==> config.mk <==
export PLATFORM = sky130hd
export DESIGN_NAME = prio_intr_ctrl
export DESIGN_NICKNAME = d
export VERILOG_FILES = /design/src/rtl/prio_intr_ctrl.sv
export SDC_FILE = /design/constraint.sdc
export NUM_CORES = 1
export LEC_CHECK = 0
export ABC_AREA = 1
export BUFFER_PORTS_ARGS = -buffer_cell sky130_fd_sc_hd__buf_2
export CAP_MARGIN = 10
export CORE_MARGIN = 5
export CORE_UTILIZATION = 25
export DETAILED_ROUTE_END_ITERATION = 10
export SETUP_SLACK_MARGIN = 0.5
export SYNTH_ARGS = -nofsm -noshare
export SYNTH_HDL_FRONTEND = slang
export SYNTH_SLANG_ARGS = --single-unit
==> constraint.sdc <==
create_clock -name clk -period 26.7 [get_ports clk]
set_input_delay 4.005 -clock clk [delete_from_list [all_inputs] [get_ports clk]]
set_output_delay 4.005 -clock clk [all_outputs]
set_load 0.005 [all_outputs]
==> src/rtl/prio_intr_ctrl.sv <==
// prio_intr_ctrl
//   Parametrised priority interrupt controller. Each of NUM_SRC interrupt
//   lines feeds a pending bit, either level-following or edge-latched. The
//   highest-priority eligible source is presented to the CPU one at a time
//   over a valid/ack/done handshake. Priority, enable, mode, pending clear
//   and the delivery threshold are programmed through an APB slave port.
//
// Ports
//   clk, rst            clock and synchronous active-high reset
//   psel .. pslverr     APB slave (zero wait states, error on illegal address)
//                       paddr[ADDR_W-1:ADDR_W-2] selects the region:
//                         0 priority, 1 {edge_mode,enable}, 2 pending, 3 threshold
//                       paddr[IDX_W-1:0] selects the source
//   intr_src            raw interrupt lines, synchronous to clk
//   intr_valid          an interrupt is being presented to the CPU
//   intr_id, intr_prio  index and priority of the presented source
//   intr_ack            CPU claims the presented interrupt
//   intr_done           CPU has finished servicing the claimed interrupt
//   busy                a claimed interrupt is in service

module prio_intr_ctrl #(
    parameter int NUM_SRC = 16,
    parameter int PRIO_W  = 4,
    parameter int DATA_W  = 8,
    parameter int IDX_W   = $clog2(NUM_SRC),
    parameter int ADDR_W  = IDX_W + 2
) (
    input  logic               clk,
    input  logic               rst,
    input  logic               psel,
    input  logic               penable,
    input  logic               pwrite,
    input  logic [ADDR_W-1:0]  paddr,
    input  logic [DATA_W-1:0]  pwdata,
    output logic [DATA_W-1:0]  prdata,
    output logic               pready,
    output logic               pslverr,
    input  logic [NUM_SRC-1:0] intr_src,
    output logic               intr_valid,
    output logic [IDX_W-1:0]   intr_id,
    output logic [PRIO_W-1:0]  intr_prio,
    input  logic               intr_ack,
    input  logic               intr_done,
    output logic               busy
);

    localparam logic [1:0] REG_PRIO = 2'd0;
    localparam logic [1:0] REG_MODE = 2'd1;
    localparam logic [1:0] REG_PEND = 2'd2;
    localparam logic [1:0] REG_THR  = 2'd3;

    localparam logic [1:0] ST_IDLE    = 2'd0;
    localparam logic [1:0] ST_VALID   = 2'd1;
    localparam logic [1:0] ST_SERVICE = 2'd2;

    logic [PRIO_W-1:0]  prio_q [NUM_SRC];
    logic [NUM_SRC-1:0] enable_q;
    logic [NUM_SRC-1:0] edge_mode_q;
    logic [NUM_SRC-1:0] pending_q;
    logic [NUM_SRC-1:0] src_q;
    logic [PRIO_W-1:0]  threshold_q;

    logic [1:0]         state_q;
    logic [IDX_W-1:0]   id_q;
    logic [PRIO_W-1:0]  prio_out_q;

    logic               apb_access;
    logic [1:0]         apb_region;
    logic [IDX_W-1:0]   apb_idx;
    logic               idx_oob;
    logic               apb_illegal;
    logic               apb_wr;

    logic [NUM_SRC-1:0] edge_rise;
    logic [NUM_SRC-1:0] apb_clr;
    logic [NUM_SRC-1:0] ack_clr;
    logic [NUM_SRC-1:0] eligible;
    logic               sel_eligible;

    logic               win_found;
    logic [IDX_W-1:0]   win_id;
    logic [PRIO_W-1:0]  win_prio;

    logic               unused_pwdata;

    // Only pwdata[PRIO_W-1:0] and pwdata[1:0] carry register content.
    assign unused_pwdata = ^pwdata;

    // APB decode. Only NUM_SRC sources exist, and the threshold region has a
    // single register at index 0; anything else is an error and is not written.
    assign apb_access  = psel & penable;
    assign apb_region  = paddr[ADDR_W-1:ADDR_W-2];
    assign apb_idx     = paddr[IDX_W-1:0];
    assign idx_oob     = ({1'b0, apb_idx} >= (IDX_W+1)'(NUM_SRC));
    assign apb_illegal = idx_oob | ((apb_region == REG_THR) && (apb_idx != '0));
    assign apb_wr      = apb_access & pwrite & ~apb_illegal;

    assign pready  = 1'b1;
    assign pslverr = apb_access & apb_illegal;

    // Read mux: data is only driven during a legal access phase, and bits not
    // backed by a register read as zero.
    always_comb begin
        prdata = '0;
        if (apb_access && !apb_illegal) begin
            case (apb_region)
                REG_PRIO: prdata[PRIO_W-1:0] = prio_q[apb_idx];
                REG_MODE: prdata[1:0]        = {edge_mode_q[apb_idx], enable_q[apb_idx]};
                REG_PEND: prdata[0]          = pending_q[apb_idx];
                default:  prdata[PRIO_W-1:0] = threshold_q;
            endcase
        end
    end

    // Configuration registers written over APB.
    always_ff @(posedge clk) begin
        if (rst) begin
            for (int i = 0; i < NUM_SRC; i++) begin
                prio_q[i] <= '0;
            end
            enable_q    <= '0;
            edge_mode_q <= '0;
            threshold_q <= '0;
        end else if (apb_wr) begin
            case (apb_region)
                REG_PRIO: prio_q[apb_idx] <= pwdata[PRIO_W-1:0];
                REG_MODE: begin
                    edge_mode_q[apb_idx] <= pwdata[1];
                    enable_q[apb_idx]    <= pwdata[0];
                end
                REG_THR:  threshold_q <= pwdata[PRIO_W-1:0];
                default:  ;
            endcase
        end
    end

    // Pending clear requests: an APB write of 1 to the pending region, or the
    // CPU acknowledging the presented source. Both only affect edge sources.
    always_comb begin
        apb_clr = '0;
        ack_clr = '0;
        if (apb_wr && (apb_region == REG_PEND) && pwdata[0]) begin
            apb_clr[apb_idx] = 1'b1;
        end
        if ((state_q == ST_VALID) && intr_ack) begin
            ack_clr[id_q] = 1'b1;
        end
    end

    // The rising edge is taken between the incoming line and its registered
    // copy, so an edge appears in pending on the first clock that sees it.
    // A new edge in the same cycle as a clear keeps the bit set so no
    // interrupt is lost. Level sources simply follow the registered line.
    assign edge_rise = intr_src & ~src_q;

    always_ff @(posedge clk) begin
        if (rst) begin
            src_q     <= '0;
            pending_q <= '0;
        end else begin
            src_q <= intr_src;
            for (int i = 0; i < NUM_SRC; i++) begin
                if (edge_mode_q[i]) begin
                    pending_q[i] <= edge_rise[i] |
                                    (pending_q[i] & ~(apb_clr[i] | ack_clr[i]));
                end else begin
                    pending_q[i] <= intr_src[i];
                end
            end
        end
    end

    // Arbitration: highest priority wins; the strict comparison while scanning
    // upward means the lowest index keeps a tie.
    always_comb begin
        win_found = 1'b0;
        win_id    = '0;
        win_prio  = '0;
        for (int i = 0; i < NUM_SRC; i++) begin
            eligible[i] = pending_q[i] & enable_q[i] & (prio_q[i] > threshold_q);
            if (eligible[i] && (!win_found || (prio_q[i] > win_prio))) begin
                win_found = 1'b1;
                win_id    = IDX_W'(i);
                win_prio  = prio_q[i];
            end
        end
    end

    assign sel_eligible = eligible[id_q];

    // Delivery FSM. While presenting, the chosen source is frozen (no
    // preemption); it is withdrawn if it stops being eligible, but an ack in
    // the same cycle takes precedence over the withdrawal.
    always_ff @(posedge clk) begin
        if (rst) begin
            state_q    <= ST_IDLE;
            id_q       <= '0;
            prio_out_q <= '0;
        end else begin
            case (state_q)
                ST_IDLE: begin
                    if (win_found) begin
                        state_q    <= ST_VALID;
                        id_q       <= win_id;
                        prio_out_q <= win_prio;
                    end
                end
                ST_VALID: begin
                    if (intr_ack) begin
                        state_q <= ST_SERVICE;
                    end else if (!sel_eligible) begin
                        state_q <= ST_IDLE;
                    end
                end
                ST_SERVICE: begin
                    if (intr_done) begin
                        state_q <= ST_IDLE;
                    end
                end
                default: state_q <= ST_IDLE;
            endcase
        end
    end

    assign intr_valid = (state_q == ST_VALID);
    assign busy       = (state_q == ST_SERVICE);
    assign intr_id    = id_q;
    assign intr_prio  = prio_out_q;

endmodule

==> results by group <==
Floorplan
  • CORE AREA: 42040 sq um
  • Cell Rows: 75
  • Die width: 216.6 um
  • Initial Util: 25.38%
  • Die Height: 216.6 um
  • Io pins: 57
  • Die area: 46910 sq um

Synth
  • Async set-reset flop share out of synthesis: 0%
  • Syn_area_per_cell: 7.199 sq um
  • Main flop type after synthesis: dfxtp_1
  • EDFF count, synth: 64
  • Post-synthesis cell type count: 50
  • Seq/Total Area, Yosys: 32.65%
  • #FFs+latches synth: 142
  • Post-synthesis cell area: 10670 sq um
  • Synth Warn #: 0
  • Synth Instances: 1482

Global routing
  • Initial antenna violation count: 0
  • Largest net degree at the start of global routing: 57
  • GRT overflow: 0
  • First-pass GRT wire length: 54.83 mm
  • Vias in the first global route: 10070
  • Tot GR Track Use: 14.68%

Layout
  • Layout Nets: 1676
  • Antenna diodes: 0
  • Syn-to-layout area delta: 13.06%
  • FF/Latch Area: 3483 sq um
  • Commonest non-fill, non-tap cell in the layout: nand2_1
  • Most frequent cells in the layout: nand2_1 (327), inv_1 (210), nor2_1 (150)
  • Share of layout cells above drive strength 1: 9.126%
  • # fillers: 4581
  • Final Util: 28.69%
  • Final instance area: 12060 sq um
  • Multi-input logic area: 6203 sq um

Flow run
  • Max cap viols: 0

Power
  • Leakage: 5.499 nW
  • Peak VDD IR: 0.06080 mV
  • Power share of the clock group: 43.0%
  • Sequential Power Share: 45.3%
  • Switch share: 26.88%
  • Power Density: 44.52 nW/um^2
  • Internal power: 0.0003927 W
  • Power share of the combinational group: 11.8%
  • Psw: 0.0001444 W

Timing
  • RSZ-0062 raised after global routing: false
  • Final Hold Fails: 0
  • Slew at the pin closest to its max-slew limit: 1.046 ns
  • Hold Slack: 0.4642 ns
  • Fmax: 0.05025 GHz
  • Skew final: 0.007107 ns
  • Final min period: 19.90 ns
  • Period utilisation layout: 74.53%
  • Max transition margin: 29.84%
  • Slew Viols, Final: 0
  • Final setup fails: 0
  • Fin Setup TNS: 0 ns

Setup path
  • Most frequent CP cell: nand2_1
  • CP startpoint kind: flop
  • CP Capture Type: flop
  • Kind of critical path: flop to flop
  • Slowest stage cell, crit path: inv_1
  • Max FO, Critical Path: 16
  • Critical Path Max Stage Delay: 0.71 ns
  • WP data required: 26.98 ns
  • Worst EP arrival: 20.18 ns

Route
  • DR vias: 10320
  • Final wirelength: 34.75 mm
  • Final ANT Viol Nets: 0
  • First drt pass iteration count: 5
  • Routed vias/inst: 4.977
  • Starting DRC count in detailed routing: 916
  • Wire length per cell: 16.76 um
  • # DRC: 0

Placed design
  • Placer congestion estimate: 0.8751
  • DP Wirelength: 26.11 mm
  • Port bufs: 47
  • DP Area: 11490 sq um

Clock tree
  • H-tree depth: 4
  • Skew-Pair Late Insertion Delay: 0.42 ns
  • CTS sink cnt: 142
  • Post_cts resized: 0
  • Root buffer cell: clkbuf_16
  • CTS clk-pin slew, worst paths: 0.06 ns
  • Hold Buf Count CTS: 0
  • CTS tree: done
  • Cts bufs inserted: 17
  • Clk buf depth: 2
  • Setup bufs post-CTS: 0

Outcome
  • Status: completed

Hold path
  • HP Class: flop to flop
-- sequential cells by signal, indices dropped and copies added, names as in the netlist --
name	cells
enable_q	16
pending_q	16
prio_q	64
threshold_q	4
edge_mode_q	16
state_q	2
intr_id	4
intr_prio	4
src_q	16
-- final timing paths --
check / startpoint / to / slack, ns / cells past startpoint
setup reg to reg: threshold_q[2]$_SDFFE_PP0P_ / intr_id[3]$_SDFFE_PP0P_ / 6.80 / 150
hold / removal: intr_prio[3]$_SDFFE_PP0P_ / intr_prio[3]$_SDFFE_PP0P_ / 0.46 / 2
hold reg to reg: intr_prio[3]$_SDFFE_PP0P_ / intr_prio[3]$_SDFFE_PP0P_ / 0.46 / 2
setup / recovery: threshold_q[2]$_SDFFE_PP0P_ / intr_id[3]$_SDFFE_PP0P_ / 6.80 / 150
-- kinds of logic after synthesis --
group                    after synthesis  share of synthesized area (%)
AO/OA/AOI/OAI                        319                          17.72
other                                  2                        0.07039
AND/OR/NAND/NOR                      642                          26.22
adder cells (fa/ha/maj)              118                          13.84
buffers and inverters                259                          9.499
flip-flops                           142                          32.65
-- power groups by stage --
stage	clock (W)	combinational, W	sequential [W]
final	0.000231	0.0000632	0.000243
after global routing	0.000241	0.0000713	0.000244
after CTS	0.000232	0.0000625	0.000243
after detailed placement	0	0.0000621	0.000248
after global placement	0	0.0000600	0.000247
after floorplan	0	0.0000423	0.000244
-- per-stage QoR --
step / worst slack (ns) / instances / power (W)
CTS: 6.868 / 2073 / 0.0005377
finish: 6.801 / 2073 / 0.0005370
global placement: 7.386 / 2041 / 0.0003075
floorplan: 9.979 / 1485 / 0.0002864
detailed placement: 6.990 / 2041 / 0.0003097
global route: 4.369 / 2073 / 0.0005560
-- cells in the mapped netlist (all sizes together) (3+ instances only) --
cell type | count | share of area, %
edfxtp | 64 | 18
o221ai | 4 | 0.33
inv | 214 | 7.5
a31oi | 8 | 0.47
clkinv | 6 | 0.21
dfxtp | 78 | 15
a22o | 5 | 0.41
o2111ai | 7 | 0.57
nor2 | 152 | 5.4
a221oi | 4 | 0.33
a32o | 3 | 0.28
o211ai | 7 | 0.49
nand3 | 78 | 4.0
o21ai | 132 | 6.2
o22ai | 25 | 1.5
nor4 | 4 | 0.38
a22oi | 12 | 0.84
buf | 10 | 0.74
nand2 | 356 | 13
o21bai | 14 | 1.1
nand4 | 33 | 2.0
and2 | 7 | 0.41
a2111oi | 4 | 0.33
ha | 118 | 14
clkbuf | 29 | 1.0
nor3 | 10 | 0.47
a21oi | 85 | 4.2
-- layout make-up --
type | count | area share [%]
clock buffers | 23 | 4.325
clock inverters | 9 | 0.4253
inverters | 220 | 6.846
multi-input cells | 1084 | 51.43
flip-flops and latches | 142 | 28.88
well taps | 539 | 5.591
repair buffers | 56 | 2.510
-- layer usage --
layer	GRT usage [%]	vias to the layer above	routed length, um
met1	18.71	4778	14900
met2	24.61	372	16080
met5	0	-	0
li1	-	5088	-
met4	6.063	0	1269
met3	2.554	80	2498
-- critical path: cells and delay by family (launching register included) --
kind            cells  cell delay, ns
compound gates     37            5.07
fa+ha+maj          16            5.02
flops               1            0.32
buf+inv            16            1.82
simple gates       81            7.44
Power figures use the tool's default switching activity.
